$ cat config.mk
export PLATFORM = sky130hd
export DESIGN_NAME = adsr_env_flat
export DESIGN_NICKNAME = d
export VERILOG_FILES = /design/src/rtl/adsr_pkg.sv /design/src/rtl/adsr_env_if.sv /design/src/rtl/sync2.sv /design/src/rtl/adsr_env.sv /design/src/flat_wrapper.sv
export SDC_FILE = /design/constraint.sdc
export NUM_CORES = 1
export LEC_CHECK = 0
export CAP_MARGIN = 40
export CORE_ASPECT_RATIO = 0.9
export CORE_MARGIN = 1.5
export CORE_UTILIZATION = 55
export DETAILED_ROUTE_END_ITERATION = 16
export GPL_TIMING_DRIVEN = 0
export MAX_ROUTING_LAYER = met4
export PLACE_DENSITY = 0.9
export SYNTH_ARGS = -nofsm -noshare
export SYNTH_HDL_FRONTEND = slang
export SYNTH_SLANG_ARGS = --single-unit
$ cat constraint.sdc
create_clock -name clk -period 9.1 [get_ports clk]
set_clock_uncertainty 0.1 [all_clocks]
set_input_delay 2.275 -clock clk [delete_from_list [all_inputs] [get_ports clk]]
set_output_delay 2.275 -clock clk [all_outputs]
set_load 0.005 [all_outputs]
$ cat src/rtl/adsr_pkg.sv
// Shared types and sizes for the ADSR envelope generator.
package adsr_pkg;

  localparam int unsigned ENV_W  = 16;
  localparam int unsigned OUT_W  = 8;
  localparam int unsigned RATE_W = 8;
  localparam int unsigned ST_W   = 3;

  localparam logic [ENV_W-1:0] ENV_MAX = 16'hFFFF;

  typedef enum logic [ST_W-1:0] {
    IDLE    = 3'd0,
    ATTACK  = 3'd1,
    DECAY   = 3'd2,
    SUSTAIN = 3'd3,
    RELEASE = 3'd4
  } adsr_state_e;

endpackage

$ cat src/rtl/adsr_env_if.sv
// Control/parameter inputs and envelope outputs of adsr_env.
interface adsr_env_if;
  import adsr_pkg::*;

  logic              sample_en;
  logic              gate;
  logic              trig;
  logic              mute;
  logic [RATE_W-1:0] adsr_ai;
  logic [RATE_W-1:0] adsr_di;
  logic [RATE_W-1:0] adsr_s;
  logic [RATE_W-1:0] adsr_ri;
  logic [OUT_W-1:0]  env_out;
  logic [ST_W-1:0]   state;
  logic              active;

  modport master (
    output sample_en, gate, trig, mute, adsr_ai, adsr_di, adsr_s, adsr_ri,
    input  env_out, state, active
  );

  modport slave (
    input  sample_en, gate, trig, mute, adsr_ai, adsr_di, adsr_s, adsr_ri,
    output env_out, state, active
  );

endinterface

$ cat src/rtl/sync2.sv
// Generic two-flop synchronizer for asynchronous pin inputs, resets to 0.
module sync2 #(
  parameter int unsigned W = 1
) (
  input  logic         clk,
  input  logic         rst_n,
  input  logic [W-1:0] i_d,
  output logic [W-1:0] o_q
);

  logic [W-1:0] r_meta;
  logic [W-1:0] r_sync;

  always_ff @(posedge clk or negedge rst_n) begin
    if (!rst_n) begin
      r_meta <= '0;
      r_sync <= '0;
    end else begin
      r_meta <= i_d;
      r_sync <= r_meta;
    end
  end

  assign o_q = r_sync;

endmodule

$ cat src/rtl/adsr_env.sv
// ADSR envelope generator: key gate / one-shot trigger to a 16-bit envelope
// that steps once per audio-sample strobe; top byte drives the amplitude.
module adsr_env
  import adsr_pkg::*;
(
  input logic       clk,
  input logic       rst_n,
  adsr_env_if.slave bus
);

  logic             w_gate_s;
  adsr_state_e      r_state;
  adsr_state_e      w_state_nxt;
  logic [ENV_W-1:0] r_env;
  logic [ENV_W-1:0] w_env_nxt;
  logic             r_gq;
  logic             r_pend;
  logic             r_oneshot;
  logic             r_active;
  logic             w_oneshot_nxt;
  logic             w_g;
  logic             w_pend_eff;
  logic             w_rise;
  logic [ENV_W-1:0] w_s16;
  logic [ENV_W:0]   w_att_sum;
  logic [ENV_W:0]   w_dec_lim;

  sync2 #(.W(1)) u_gate_sync (
    .clk   (clk),
    .rst_n (rst_n),
    .i_d   (bus.gate),
    .o_q   (w_gate_s)
  );

  assign w_g        = w_gate_s | r_oneshot;
  assign w_pend_eff = r_pend | bus.trig;
  assign w_rise     = (w_g & ~r_gq) | w_pend_eff;
  assign w_s16      = {bus.adsr_s, 8'h00};
  assign w_att_sum  = (ENV_W+1)'(r_env) + (ENV_W+1)'(bus.adsr_ai);
  assign w_dec_lim  = (ENV_W+1)'(w_s16) + (ENV_W+1)'(bus.adsr_di);

  // Next state and envelope for the coming strobe: retrigger > gate low > progression.
  always_comb begin
    w_state_nxt = r_state;
    w_env_nxt   = r_env;
    if (w_rise) begin
      w_state_nxt = ATTACK;
    end else if (!w_g && (r_state inside {ATTACK, DECAY, SUSTAIN})) begin
      w_state_nxt = RELEASE;
    end else begin
      case (r_state)
        IDLE: w_env_nxt = '0;
        ATTACK: begin
          if (w_att_sum >= (ENV_W+1)'(ENV_MAX) || bus.adsr_ai == '0) begin
            w_env_nxt   = ENV_MAX;
            w_state_nxt = DECAY;
          end else begin
            w_env_nxt = w_att_sum[ENV_W-1:0];
          end
        end
        DECAY: begin
          if ((ENV_W+1)'(r_env) <= w_dec_lim || bus.adsr_di == '0) begin
            w_env_nxt   = w_s16;
            w_state_nxt = SUSTAIN;
          end else begin
            w_env_nxt = r_env - ENV_W'(bus.adsr_di);
          end
        end
        SUSTAIN: w_env_nxt = w_s16;
        RELEASE: begin
          if (r_env <= ENV_W'(bus.adsr_ri) || bus.adsr_ri == '0) begin
            w_env_nxt   = '0;
            w_state_nxt = IDLE;
          end else begin
            w_env_nxt = r_env - ENV_W'(bus.adsr_ri);
          end
        end
        default: begin
          w_env_nxt   = '0;
          w_state_nxt = IDLE;
        end
      endcase
    end
  end

  // A trigger always wins; otherwise the one-shot gate ends when DECAY is left.
  always_comb begin
    w_oneshot_nxt = r_oneshot;
    if (w_pend_eff) begin
      w_oneshot_nxt = 1'b1;
    end else if (r_state == DECAY && w_state_nxt != DECAY) begin
      w_oneshot_nxt = 1'b0;
    end
  end

  // Mute overrides the strobe and clears all edge/trigger history.
  always_ff @(posedge clk or negedge rst_n) begin
    if (!rst_n) begin
      r_state   <= IDLE;
      r_env     <= '0;
      r_gq      <= 1'b0;
      r_pend    <= 1'b0;
      r_oneshot <= 1'b0;
      r_active  <= 1'b0;
    end else if (bus.mute) begin
      r_state   <= IDLE;
      r_env     <= '0;
      r_gq      <= 1'b0;
      r_pend    <= 1'b0;
      r_oneshot <= 1'b0;
      r_active  <= 1'b0;
    end else if (bus.sample_en) begin
      r_state   <= w_state_nxt;
      r_env     <= w_env_nxt;
      r_oneshot <= w_oneshot_nxt;
      r_gq      <= w_gate_s | w_oneshot_nxt;
      r_pend    <= 1'b0;
      r_active  <= (w_state_nxt != IDLE);
    end else if (bus.trig) begin
      r_pend <= 1'b1;
    end
  end

  assign bus.env_out = r_env[ENV_W-1 -: OUT_W];
  assign bus.state   = r_state;
  assign bus.active  = r_active;

endmodule
$ cat src/flat_wrapper.sv
// flat-port wrapper written by rule: the top's interface ports become plain ports
module adsr_env_flat import adsr_pkg::*;
  (clk, rst_n, bus_sample_en, bus_gate, bus_trig, bus_mute, bus_adsr_ai, bus_adsr_di, bus_adsr_s, bus_adsr_ri, bus_env_out, bus_state, bus_active);
  adsr_env_if bus_i ();
  input logic clk;
  input logic rst_n;
  input wire logic [$bits(bus_i.sample_en)-1:0] bus_sample_en;
  input wire logic [$bits(bus_i.gate)-1:0] bus_gate;
  input wire logic [$bits(bus_i.trig)-1:0] bus_trig;
  input wire logic [$bits(bus_i.mute)-1:0] bus_mute;
  input wire logic [$bits(bus_i.adsr_ai)-1:0] bus_adsr_ai;
  input wire logic [$bits(bus_i.adsr_di)-1:0] bus_adsr_di;
  input wire logic [$bits(bus_i.adsr_s)-1:0] bus_adsr_s;
  input wire logic [$bits(bus_i.adsr_ri)-1:0] bus_adsr_ri;
  output wire logic [$bits(bus_i.env_out)-1:0] bus_env_out;
  output wire logic [$bits(bus_i.state)-1:0] bus_state;
  output wire logic [$bits(bus_i.active)-1:0] bus_active;
  assign bus_i.sample_en = bus_sample_en;
  assign bus_i.gate = bus_gate;
  assign bus_i.trig = bus_trig;
  assign bus_i.mute = bus_mute;
  assign bus_i.adsr_ai = bus_adsr_ai;
  assign bus_i.adsr_di = bus_adsr_di;
  assign bus_i.adsr_s = bus_adsr_s;
  assign bus_i.adsr_ri = bus_adsr_ri;
  assign bus_env_out = bus_i.env_out;
  assign bus_state = bus_i.state;
  assign bus_active = bus_i.active;
  adsr_env u_core (.clk(clk), .rst_n(rst_n), .bus(bus_i));
endmodule
After elaboration in Yosys (flattened, before gate mapping). Cells that the tools add are included.

Reductions and logical operators: 16. Equal/unequal tests: 7. Multiplexer cells: 27. $lt $le $gt $ge: 3. Bitwise gates (word level): 6. Add/subtract/negate cells: 4.

Operators by type and width (number): $mux W16 (7); $pmux W16 S4 (1); $add A16 B8 Y17 (2); $sub A16 B8 Y16 (2); $logic_not A8 Y1 (3); $mux W3 (7); $ge A17 B16 Y1 const B (1); $le A16 B17 Y1 (1); $le A16 B8 Y1 (1); $pmux W3 S4 (1); $mux W1 (11); $reduce_bool A3 Y1 (3); $eq A3 B2 Y1 const B (2); $ne A2 B2 Y1 const B (2); $or A1 B1 Y1 (4); $eq A3 B1 Y1 const B (1); $eq A3 B3 Y1 const B (1); $logic_not A3 Y1 (1); $logic_or A1 B1 Y1 (3); $ne A3 B2 Y1 const B (1); $reduce_and A3 Y1 (1); $logic_and A1 B1 Y1 (2); $reduce_bool A2 Y1 (1); $reduce_or A2 Y1 (1); other kinds (3) (3).

Output and inout bits: 12. Input bits: 38. Register bits: 25. Logic and storage cells: 71.

Depth between registers and ports, before layout. Gate-level depths: netlist (run 1).

Depth after elaboration: 14. Gate-level depth with buffers: 13. Depth with buffers taken out: 12.

Modules after synthesis. A second synthesis (run 1) with hierarchy kept.

Cells, all modules: 436. Area total of the unflattened synthesis: 3437.0 um^2.

By module, submodules not included: adsr_env (area each 3387.0 um^2, cells each 434, instances 1, sequential area each 575.6 um^2); sync2 (area each 50.0 um^2, cells each 2, instances 1, sequential area each 50.0 um^2).

Worst setup path before layout (run 1). OpenSTA, ideal clock, no wires.

Path type: input to register. Start point: in bus_adsr_ai[0]. End point: reg u_core.r_active (netlist: u_core.bus.active). Slack: 4.362 ns. Required time: 8.861 ns. Cell stages on the path: 11. Library setup time: 0.139 ns. Arrival: 4.499 ns. Buffers on the path: 0. Cells stage by stage: ha_1 -> inv_1 -> fa_1 -> nand2b_1 -> a21oi_2 -> o21ai_2 -> xor2_1 -> or4_4 -> o31a_1 -> nor3_1 -> a211oi_1.

Longest elaborated chain between the ends: 10. Elaborated cells between the ends (all ways): 11. Classes of those cells: 1 x add/sub; 1 x order compare; 6 x mux; 3 x reduce/logical.

RTL lines: start, declared (line flat_wrapper.sv:11) `input wire logic [$bits(bus_i.adsr_ai)-1:0] bus_adsr_ai;`; $add A16 B8 Y17 (line adsr_env.sv:39) `assign w_att_sum = (ENV_W+1)'(r_env) + (ENV_W+1)'(bus.adsr_ai);`; $ge A17 B16 Y1 (line adsr_env.sv:54) `if (w_att_sum >= (ENV_W+1)'(ENV_MAX) || bus.adsr_ai == '0) begin`; $logic_or A1 B1 Y1 (*) (line adsr_env.sv:54); $mux W3 (*) (line adsr_env.sv:54); $pmux W3 S4 (*) (line adsr_env.sv:51) `case (r_state)`; $mux W3 (*) (line adsr_env.sv:48) `end else if (!w_g && (r_state inside {ATTACK, DECAY, SUSTAIN})) begin`; $mux W3 (*) (line adsr_env.sv:46) `if (w_rise) begin`; $reduce_bool A3 Y1 (*) (line adsr_env.sv:118) `r_active <= (w_state_nxt != IDLE);`; $mux W1 (*) (line adsr_env.sv:112) `end else if (bus.sample_en) begin`; $mux W1 (*) (line adsr_env.sv:105) `end else if (bus.mute) begin`; end signal, assigned (line adsr_env.sv:118); end, declared (line adsr_env.sv:19) `logic r_active;`.

Mark *: on every way between the ends. The rest lies on a longest branch, timed or not. The select of a mux whose other input is x is not followed. A chain may end at the register's enable or synchronous reset.

Worst setup path after layout (run 1).
Start point: in bus_adsr_ri[0]. End point: reg u_core.r_env[9].

Longest elaborated chain between the ends: 8. Elaborated cells between the ends (all ways): 10. Classes of those cells: 1 x add/sub; 1 x order compare; 6 x mux; 2 x reduce/logical.

RTL lines: start, declared (line flat_wrapper.sv:14) `input wire logic [$bits(bus_i.adsr_ri)-1:0] bus_adsr_ri;`; $le A16 B8 Y1 or $logic_not A8 Y1 (tied branches) (line adsr_env.sv:71) `if (r_env <= ENV_W'(bus.adsr_ri) || bus.adsr_ri == '0) begin`; $logic_or A1 B1 Y1 (line adsr_env.sv:71); $mux W16 (*) (line adsr_env.sv:71); $pmux W16 S4 (*) (line adsr_env.sv:51); $mux W16 (*) (line adsr_env.sv:48); $mux W16 (*) (line adsr_env.sv:46); $mux W16 (*) (line adsr_env.sv:112); $mux W16 (*) (line adsr_env.sv:105); end signal, assigned (line adsr_env.sv:114) `r_env <= w_env_nxt;`; end, declared (line adsr_env.sv:14) `logic [ENV_W-1:0] r_env;`.

Marked as above.

==> impl_metrics.py, run 1 <==
metrics = {
    "synthesis": {
        "synth_mux_area_share_pct": 0,
        "synth_commonest_cells": "40 x nand2_1, 39 x nor2_1, 36 x inv_1",
        "yosys.area.top_type": "dfrtp_1",
        "syn-cell-area_mm2": 0.00346,
        "synthTopCellsByArea": "dfrtp_1 18%, ha_1 12%, a21oi_1 4.6%, nand2_1 4.3%, nor2_1 4.2%",
        "synth_nets": 533,
        "synth_edf_count": 0,
        "ys_types": 65,
        "synthDominantCellAreaShare_pct": 18.1,
        "yosysWarnings": 0,
        "synth_xor_area_share_pct": 5.82,
        "synth-main-ff-cell": "dfrtp_1",
        "synth-compound-area-share_pct": 30.4,
        "synth_seq_area_share_pct": 18.1,
        "synthCells": 460,
        "synthAdderAreaFrac_pct": 13.3,
        "yosys.area_share.simple_pct": 24.0,
        "synth_top_family_by_area": "compound AO/OA/AOI/OAI gates",
        "yosysMostFrequentCell": "nand2_1",
        "ys_seq_elements": 25,
        "synth_area_per_cell_um2": 7.52,
        "async_flop_share_pct": 100,
    },
    "clocking": {
        "root_buffer": "clkbuf_8",
        "cts_sinks": 25,
        "path_clk_slew_ns": 0.11,
        "clk_path_buf_depth": 2,
        "cts_buffers": 3,
        "post-cts-setup-buffers": 0,
        "post_cts_resized": 0,
        "cts_tree": "built",
        "insertion_delay_ns": 0.30,
        "hold_buffers": 0,
        "htree_levels": 1,
    },
    "sta": {
        "period_needed_ns": 5.37,
        "finalSetupViolations": 0,
        "setup_tns_ns": 0,
        "rsz0062_at_grt": "false",
        "slew_headroom_pct": 51.3,
        "worst_slew_pin_slew_ns": 0.728,
        "fin_crit_sh_pct": 59.0,
        "fmax_mhz": 186,
        "hold_viol": 0,
        "slew_viol_final": 0,
    },
    "global_route": {
        "overflow": 0,
        "grt_pass1_wl_mm": 18.9,
        "grt_max_degree": 16,
        "grt_pass1_vias": 3731,
        "antenna_found_initial": 0,
        "grt_usage_pct": 37.2,
    },
    "power": {
        "switching_power_mw": 0.0944,
        "leakagePower_nw": 1.79,
        "ir_drop_uv": 64.9,
        "powerDensity_mw_per_mm2": 66.6,
        "clkPwrFrac_pct": 28.9,
        "p_seq_share_pct": 42.0,
        "comb_power_share_pct": 29.1,
        "internal-power_mw": 0.181,
        "switching_share_pct": 34.2,
    },
    "outcome": {
        "status": "finished clean",
    },
    "route": {
        "dr_wl_met2_mm": 5.34,
        "postRouteWirelength_mm": 12.1,
        "route.met3.wl_mm": 1.24,
        "ant_nets": 0,
        "wl_per_cell_um": 20.1,
        "drt-initial-drc-count": 441,
        "highest_layer": "met4",
        "drc": 0,
        "dr.pass1.iters": 5,
        "wl_met1_mm": 5.28,
        "via_count": 3921,
        "via_per_inst": 6.51,
    },
    "placement": {
        "io_buffers": 49,
        "routabilityCongestion": 1.06,
        "dpl-instance-area_mm2": 0.00409,
        "dp_hpwl_mm": 9.45,
    },
    "floorplanning": {
        "row_count": 27,
        "io_pins": 50,
        "fp.dieW_um": 86.6,
        "initial_core_util_pct": 56.6,
        "die_area_mm2": 0.00678,
        "coreArea_mm2": 0.00611,
        "die_y_um": 78.3,
    },
    "finish": {
        "n_antenna_cell": 0,
        "fin_area_mm2": 0.00414,
        "area_delta_synth_final_pct": 19.7,
        "fillers": 540,
        "layout.nets": 589,
        "drive_above_1_share_pct": 7.57,
    },
    "worst_setup_path": {
        "criticalPathCategory": "in2reg",
        "worstPathArrival_ns": 5.44,
        "path_max_fanout": 10,
        "start_kind": "input port",
        "worstPathRequired_ns": 9.17,
        "critPathCaptureType": "register",
    },
    "min_path": {
        "hold_class": "reg2reg",
    },
    "job": {
        "maxCapViolations": 0,
    },
}
[path summary, 6_finish.rpt]
kind | from | to | slack [ns] | cells past startpoint
worst max-delay path | bus_adsr_ri[0] | u_core.r_env[9] | 3.73 | 11
min in group asynchronous | rst_n | u_core.r_env[0] | 2.30 | 1
max in group asynchronous | rst_n | u_core.r_env[13] | 6.08 | 2
worst min register to register | u_core.u_gate_sync.r_meta | u_core.u_gate_sync.o_q | 0.26 | 0
worst min-delay path | u_core.u_gate_sync.r_meta | u_core.u_gate_sync.o_q | 0.26 | 0
worst max register to register | u_core.r_env[0] | u_core.r_env[9] | 5.73 | 11
[registers in the layout, summed over array words and instances, names as in the netlist]
| register | count |
|---|---|
| u_core.r_gq | 1 |
| u_core.r_pend | 1 |
| u_core.r_env | 16 |
| u_core.bus.state | 3 |
| u_core.bus.active | 1 |
| u_core.u_gate_sync.r_meta | 1 |
| u_core.r_oneshot | 1 |
| u_core.u_gate_sync.o_q | 1 |
[power groups by stage]
stage / Sequential, mW / Combinational [mW] / Clock (mW)
after global routing: 0.116 / 0.0869 / 0.0805
after floorplan: 0.117 / 0.0408 / 0
after CTS: 0.116 / 0.0784 / 0.0797
final: 0.116 / 0.0802 / 0.0797
after detailed placement: 0.118 / 0.0780 / 0
after global placement: 0.118 / 0.0743 / 0
[worst max-delay path, cell delays in order]
cell	delay, ns
clkdlybuf4s50_1	0.46
ha_1	0.25
inv_1	0.07
fa_1	0.21
a21oi_1	0.10
o21ai_0	0.45
o22ai_2	0.31
a21oi_2	0.41
buf_2	0.35
a221oi_1	0.13
o31ai_1	0.42
[cells in the final DEF (no fill, tap or decap), types with 4 or more instances in the layout]
| master | count |
|---|---|
| nor4_1 | 12 |
| o21ai_0 | 29 |
| buf_4 | 8 |
| o21a_1 | 11 |
| inv_1 | 36 |
| o211ai_1 | 7 |
| clkbuf_1 | 7 |
| ha_1 | 32 |
| clkbuf_8 | 6 |
| nor2_1 | 39 |
| a22o_1 | 5 |
| o22ai_1 | 4 |
| nand2_1 | 40 |
| and2_1 | 4 |
| a221oi_1 | 6 |
| buf_2 | 6 |
| nand2b_1 | 8 |
| xnor2_1 | 8 |
| a211oi_1 | 7 |
| dfrtp_1 | 25 |
| xor2_1 | 15 |
| clkdlybuf4s50_1 | 49 |
| a21oi_1 | 32 |
| o31ai_1 | 4 |
| nor3_1 | 16 |
| a31oi_1 | 4 |
| a21o_1 | 4 |
| o21ai_1 | 4 |
| nand4_1 | 8 |
| and3_1 | 5 |
| nand3_1 | 16 |
[layer usage]
metal / vias to the layer above / global-route usage, %
met5: - / -
met4: 0 / 10.2
met3: 22 / 5.68
met2: 241 / 57.0
met1: 1842 / 51.3
li1: 1816 / -
[metrics by stage]
step / util (%) / power, mW / setup slack [ns] / cells / hold WS (ns)
2_1_floorplan: - / 0.158 / 4.36 / 460 / 0.231
3_3_place_gp: 66.4 / 0.192 / 3.58 / 596 / 0.234
3_5_place_dp: 66.9 / 0.196 / 3.52 / 597 / 0.245
4_1_cts: 67.6 / 0.274 / 3.82 / 601 / 0.263
5_1_grt: 67.7 / 0.284 / 3.55 / 602 / 0.266
6_report: 67.7 / 0.276 / 3.73 / 602 / 0.260
[cells by family (layout without fill, tap and decap cells)]
logic type | count (synthesis) | in the layout
AO/OA/AOI/OAI | 152 | 152
XOR/XNOR | 23 | 23
adder cells (fa/ha/maj) | 35 | 35
buffers and inverters | 60 | 115
flip-flops | 25 | 25
AND/OR/NAND/NOR | 165 | 165
[area by class of cell]
| cell class | count | area [um2] | share of cell area [%] |
|---|---|---|---|
| Timing Repair Buffer | 51 | 523 | 12.6 |
| Clock inverter | 1 | 7.51 | 0.181 |
| Inverter | 36 | 135 | 3.26 |
| Tap cell | 87 | 109 | 2.63 |
| Multi-Input combinational cell | 375 | 2540 | 61.4 |
| Sequential cell | 25 | 626 | 15.1 |
| Buffer | 24 | 158 | 3.81 |
| Clock buffer | 3 | 41.3 | 0.997 |
(Power assumes the default switching activity.)
==> run 2, diff against run 1 <==
--- a/config.mk
+++ b/config.mk
@@ -8,11 +8,11 @@
 export CAP_MARGIN = 40
 export CORE_ASPECT_RATIO = 0.9
 export CORE_MARGIN = 1.5
-export CORE_UTILIZATION = 55
+export CORE_UTILIZATION = 51
 export DETAILED_ROUTE_END_ITERATION = 16
 export GPL_TIMING_DRIVEN = 0
 export MAX_ROUTING_LAYER = met4
-export PLACE_DENSITY = 0.9
+export PLACE_DENSITY = 0.88
 export SYNTH_ARGS = -nofsm -noshare
 export SYNTH_HDL_FRONTEND = slang
 export SYNTH_SLANG_ARGS = --single-unit
==> constraint.sdc (replaced) <==
create_clock -name clk -period 4.5 [get_ports clk]
set_clock_uncertainty 0.1 [all_clocks]
set_input_delay 1.125 -clock clk [delete_from_list [all_inputs] [get_ports clk]]
set_output_delay 1.125 -clock clk [all_outputs]
set_load 0.005 [all_outputs]
==> impl_metrics.py, run 2 (synthesized netlist as in run 1, its figures left out) <==
metrics = {
    "outcome": {
        "status": "finished clean",
    },
    "floorplanning": {
        "io_pins": 50,
        "row_count": 28,
        "initial_core_util_pct": 52.5,
        "coreArea_mm2": 0.00659,
        "die_y_um": 81.2,
        "fp.dieW_um": 89.8,
        "die_area_mm2": 0.00729,
    },
    "sta": {
        "rsz0062_at_grt": "false",
        "slew_headroom_pct": 45.9,
        "slew_viol_final": 0,
        "setup_tns_ns": 0,
        "setup_ws_ns": 0.215,
        "period_needed_ns": 4.29,
        "worst_slew_pin_slew_ns": 0.803,
        "fmax_mhz": 233,
        "hold_viol": 0,
        "finalSetupViolations": 0,
        "fin_crit_sh_pct": 95.2,
    },
    "min_path": {
        "min_path_cells": 0,
        "worstHoldStart": "u_core.u_gate_sync.r_meta",
        "whs_endpoint": "u_core.u_gate_sync.o_q",
        "hold_class": "reg2reg",
    },
    "clocking": {
        "cts_tree": "built",
        "cts_sinks": 25,
        "clk_path_buf_depth": 2,
        "htree_levels": 1,
        "post_cts_resized": 0,
        "root_buffer": "clkbuf_8",
        "hold_buffers": 0,
        "insertion_delay_ns": 0.30,
        "cts_buffers": 3,
        "path_clk_slew_ns": 0.10,
        "post-cts-setup-buffers": 0,
    },
    "power": {
        "ir_drop_uv": 139,
        "leakagePower_nw": 1.78,
        "powerDensity_mw_per_mm2": 133,
    },
    "placement": {
        "dp_slack_ns": 0.0678,
        "routabilityCongestion": 1.03,
        "dp_hpwl_mm": 9.40,
        "io_buffers": 49,
        "dpl-instance-area_mm2": 0.00408,
        "dp_cells": 600,
    },
    "finish": {
        "max_flop_register": "u_core.r_env",
        "final_cell_mix": "49 x clkdlybuf4s50_1, 40 x nand2_1, 39 x nor2_1",
        "drive_above_1_share_pct": 7.39,
        "layout.nets": 588,
        "final_common_cell": "clkdlybuf4s50_1",
        "fin_util_pct": 62.7,
        "fin_cells": 604,
        "fin_area_mm2": 0.00413,
        "n_antenna_cell": 0,
        "largest_reg_flops": 16,
        "fillers": 639,
        "area_delta_synth_final_pct": 19.3,
    },
    "worst_setup_path": {
        "path_max_fanout": 10,
        "criticalPathCategory": "in2reg",
        "critPathCaptureType": "register",
        "worstPathArrival_ns": 4.36,
        "worstPathRequired_ns": 4.58,
        "r2r_end": "u_core.r_env[7]",
        "r2r_cells": 10,
        "rrSetupSlack_ns": 1.04,
        "timing.rr.start": "u_core.r_env[14]",
        "start_kind": "input port",
    },
    "route": {
        "via_per_inst": 6.53,
        "dr.pass1.iters": 6,
        "drc": 0,
        "drt-initial-drc-count": 588,
        "postRouteWirelength_mm": 12.0,
        "route.met3.wl_mm": 1.60,
        "wl_per_cell_um": 19.9,
        "ant_nets": 0,
        "dr_wl_met2_mm": 5.30,
        "via_count": 3947,
        "highest_layer": "met4",
        "wl_met1_mm": 4.90,
    },
    "global_route": {
        "grt_max_degree": 18,
        "grt_pass1_wl_mm": 19.3,
        "antenna_found_initial": 0,
        "grt_usage_pct": 34.6,
        "overflow": 0,
        "grt_pass1_vias": 3759,
    },
    "job": {
        "maxCapViolations": 0,
    },
}
-- run 2: cell count changes in the layout (fill, tap and decap cells not counted), sizes merged --
cell,before,now
clkbuf,14,13
-- run 2: report_power, final --
group | internal (mW) | leakage [nW] | switching, mW
registers | 0.229 | 0.339 | 0.00520
logic | 0.0726 | 1.42 | 0.0886
clock network | 0.0633 | 0.0217 | 0.0922
total | 0.365 | 1.78 | 0.186
-- run 2: cell type report --
| type | count | area, um2 | area share [%] |
|---|---|---|---|
| multi-input combinational | 375 | 2540 | 61.6 |
| sequential | 25 | 626 | 15.2 |
| timing repair buffer | 50 | 505 | 12.2 |
| buffer | 24 | 158 | 3.82 |
| inverter | 36 | 135 | 3.27 |
| tap | 90 | 113 | 2.73 |
| clock buffer | 3 | 41.3 | 1.00 |
| clock inverter | 1 | 7.51 | 0.182 |
-- run 2: worst max-delay path by stage --
stage | end | from | cells after the start | slack, ns
after CTS | u_core.r_env[10] | bus_adsr_s[5] | 10 | 0.38
after detailed placement | u_core.r_env[10] | bus_adsr_s[5] | 10 | 0.07
after global routing | u_core.r_env[10] | bus_adsr_s[5] | 10 | 0.21
after floorplan | u_core.bus.active | bus_adsr_ai[0] | 11 | 0.91
after global placement | u_core.r_env[10] | bus_adsr_s[5] | 10 | 0.03
final | u_core.r_env[7] | bus_adsr_s[5] | 12 | 0.21
-- run 2: metrics by stage --
stage,power [mW],hold slack (ns)
6_report,0.551,0.259
5_1_grt,0.573,0.276
4_1_cts,0.548,0.264
3_5_place_dp,0.395,0.239
3_3_place_gp,0.390,0.236
2_1_floorplan,0.319,0.231
-- run 2: critical path: stages --
cell and delay, ns:
clkdlybuf4s50_1 0.52, inv_1 0.06, ha_1 0.32, nand4_1 0.19, nor4_1 0.57, nand4_1 0.22
and3b_1 0.24, a21boi_1 0.16, buf_2 0.26, a31oi_1 0.32, o21ai_0 0.15, a22o_1 0.21
-- run 2: layer usage --
layer,global-route usage (%),vias up
met5,-,-
met4,6.51,0
met3,9.27,34
met2,55.5,264
met1,44.4,1836
li1,-,1813
==> run 3, diff against run 2 <==
--- a/config.mk
+++ b/config.mk
@@ -12,7 +12,7 @@
 export DETAILED_ROUTE_END_ITERATION = 16
 export GPL_TIMING_DRIVEN = 0
 export MAX_ROUTING_LAYER = met4
-export PLACE_DENSITY = 0.88
+export PLACE_DENSITY = 0.77
 export SYNTH_ARGS = -nofsm -noshare
 export SYNTH_HDL_FRONTEND = slang
 export SYNTH_SLANG_ARGS = --single-unit
==> impl_metrics.py, run 3 (synthesized netlist as in run 1, its figures left out) <==
metrics = {
    "outcome": {
        "status": "finished clean",
    },
    "sta": {
        "fmax_mhz": 240,
        "rsz0062_at_grt": "false",
        "slew_headroom_pct": 49.5,
        "slew_viol_final": 0,
        "setup_tns_ns": 0,
        "hold_viol": 0,
        "fin_crit_sh_pct": 92.5,
        "worst_slew_pin_slew_ns": 0.750,
        "whs_ns": 0.274,
        "finalSetupViolations": 0,
        "period_needed_ns": 4.16,
    },
    "min_path": {
        "whs_endpoint": "u_core.u_gate_sync.o_q",
        "min_path_cells": 0,
        "hold_class": "reg2reg",
        "worstHoldStart": "u_core.u_gate_sync.r_meta",
    },
    "route": {
        "via_count": 3889,
        "wl_per_cell_um": 19.6,
        "drt-initial-drc-count": 480,
        "drc": 0,
        "dr.pass1.iters": 5,
        "via_per_inst": 6.43,
        "ant_nets": 0,
        "postRouteWirelength_mm": 11.8,
    },
    "floorplanning": {
        "die_area_mm2": 0.00729,
        "row_count": 28,
        "die_y_um": 81.2,
        "fp.dieW_um": 89.8,
        "initial_core_util_pct": 52.5,
        "io_pins": 50,
        "coreArea_mm2": 0.00659,
    },
    "power": {
        "leakagePower_nw": 1.79,
        "power.total_mw": 0.547,
        "switching_power_mw": 0.180,
        "internal-power_mw": 0.367,
        "ir_drop_uv": 111,
        "p_seq_share_pct": 42.8,
        "comb_power_share_pct": 29.4,
        "clkPwrFrac_pct": 27.8,
        "powerDensity_mw_per_mm2": 132,
        "switching_share_pct": 32.9,
    },
    "finish": {
        "final_cell_mix": "49 x clkdlybuf4s50_1, 40 x nand2_1, 39 x nor2_1",
        "drive_above_1_share_pct": 7.38,
        "layout.nets": 589,
        "area_delta_synth_final_pct": 19.7,
        "final_common_cell": "clkdlybuf4s50_1",
        "max_flop_register": "u_core.r_env",
        "largest_reg_flops": 16,
        "n_antenna_cell": 0,
    },
    "global_route": {
        "grt_pass1_wl_mm": 18.9,
        "grt_max_degree": 14,
        "overflow": 0,
        "antenna_found_initial": 0,
        "grt_pass1_vias": 3579,
        "grt_usage_pct": 34.1,
    },
    "worst_setup_path": {
        "start_kind": "input port",
        "path_max_fanout": 8,
        "worstPathRequired_ns": 4.55,
        "critPathCaptureType": "register",
        "r2r_cells": 12,
        "criticalPathCategory": "in2reg",
        "worstPathArrival_ns": 4.21,
        "r2r_end": "u_core.r_env[10]",
        "timing.rr.start": "u_core.r_env[0]",
        "rrSetupSlack_ns": 1.16,
    },
    "clocking": {
        "post-cts-setup-buffers": 0,
        "root_buffer": "clkbuf_8",
        "cts_tree": "built",
        "path_clk_slew_ns": 0.11,
        "htree_levels": 1,
        "cts_sinks": 25,
        "insertion_delay_ns": 0.28,
        "clk_path_buf_depth": 2,
        "post_cts_resized": 0,
        "cts_buffers": 3,
        "hold_buffers": 0,
    },
    "placement": {
        "dp_hpwl_mm": 9.17,
        "io_buffers": 49,
        "routabilityCongestion": 1.04,
    },
    "job": {
        "maxCapViolations": 0,
    },
}
run 3: metal layers:
metal / vias up / GRT usage, % / share of wire (%)
met3: 26 / 6.37 / 10
met2: 211 / 52.1 / 43
met5: - / - / 0
met4: 0 / 11.0 / 2.2
met1: 1832 / 45.7 / 44
li1: 1820 / - / -
run 3: cell type report:
type,instances,area [um2]
multi-input combinational,375,2540
fill,639,2440
sequential,25,626
timing repair buffer,51,523
buffer,24,158
inverter,36,135
tap,90,113
clock buffer,4,45.0
run 3: how the worst max path moves through the flow:
stage	startpoint	endpoint
detailed placement	bus_adsr_ai[0]	u_core.bus.active
finish	bus_adsr_ri[0]	u_core.r_env[10]
CTS	bus_adsr_ai[0]	u_core.bus.active
global placement	bus_adsr_ai[0]	u_core.bus.active
global route	bus_adsr_ri[0]	u_core.r_env[10]
floorplan	bus_adsr_ai[0]	u_core.bus.active
run 3: critical path: stages:
cell and delay, ns:
clkdlybuf4s50_1 0.52, ha_1 0.19, inv_1 0.06, fa_1 0.40
a21oi_1 0.20, o21ai_0 0.22, o22ai_2 0.44, a21oi_2 0.22
and3_1 0.22, a211o_1 0.24, a221oi_1 0.26, o22ai_1 0.11
run 3: stage by stage:
step,worst slack [ns],cells,instance area (um2),util (%)
after floorplan,0.912,460,3460,-
after global placement,0.111,599,4060,61.7
after detailed placement,0.102,601,4100,62.2
after CTS,0.389,605,4140,62.9
after global routing,0.159,605,4140,62.9
final,0.336,605,4140,62.9
run 3: power groups by stage:
stage	sequential (mW)	clock, mW	combinational (mW)
floorplan	0.237	0	0.0824
global placement	0.238	0	0.151
detailed placement	0.238	0	0.156
CTS	0.234	0.149	0.158
global route	0.235	0.158	0.175
finish	0.234	0.152	0.161
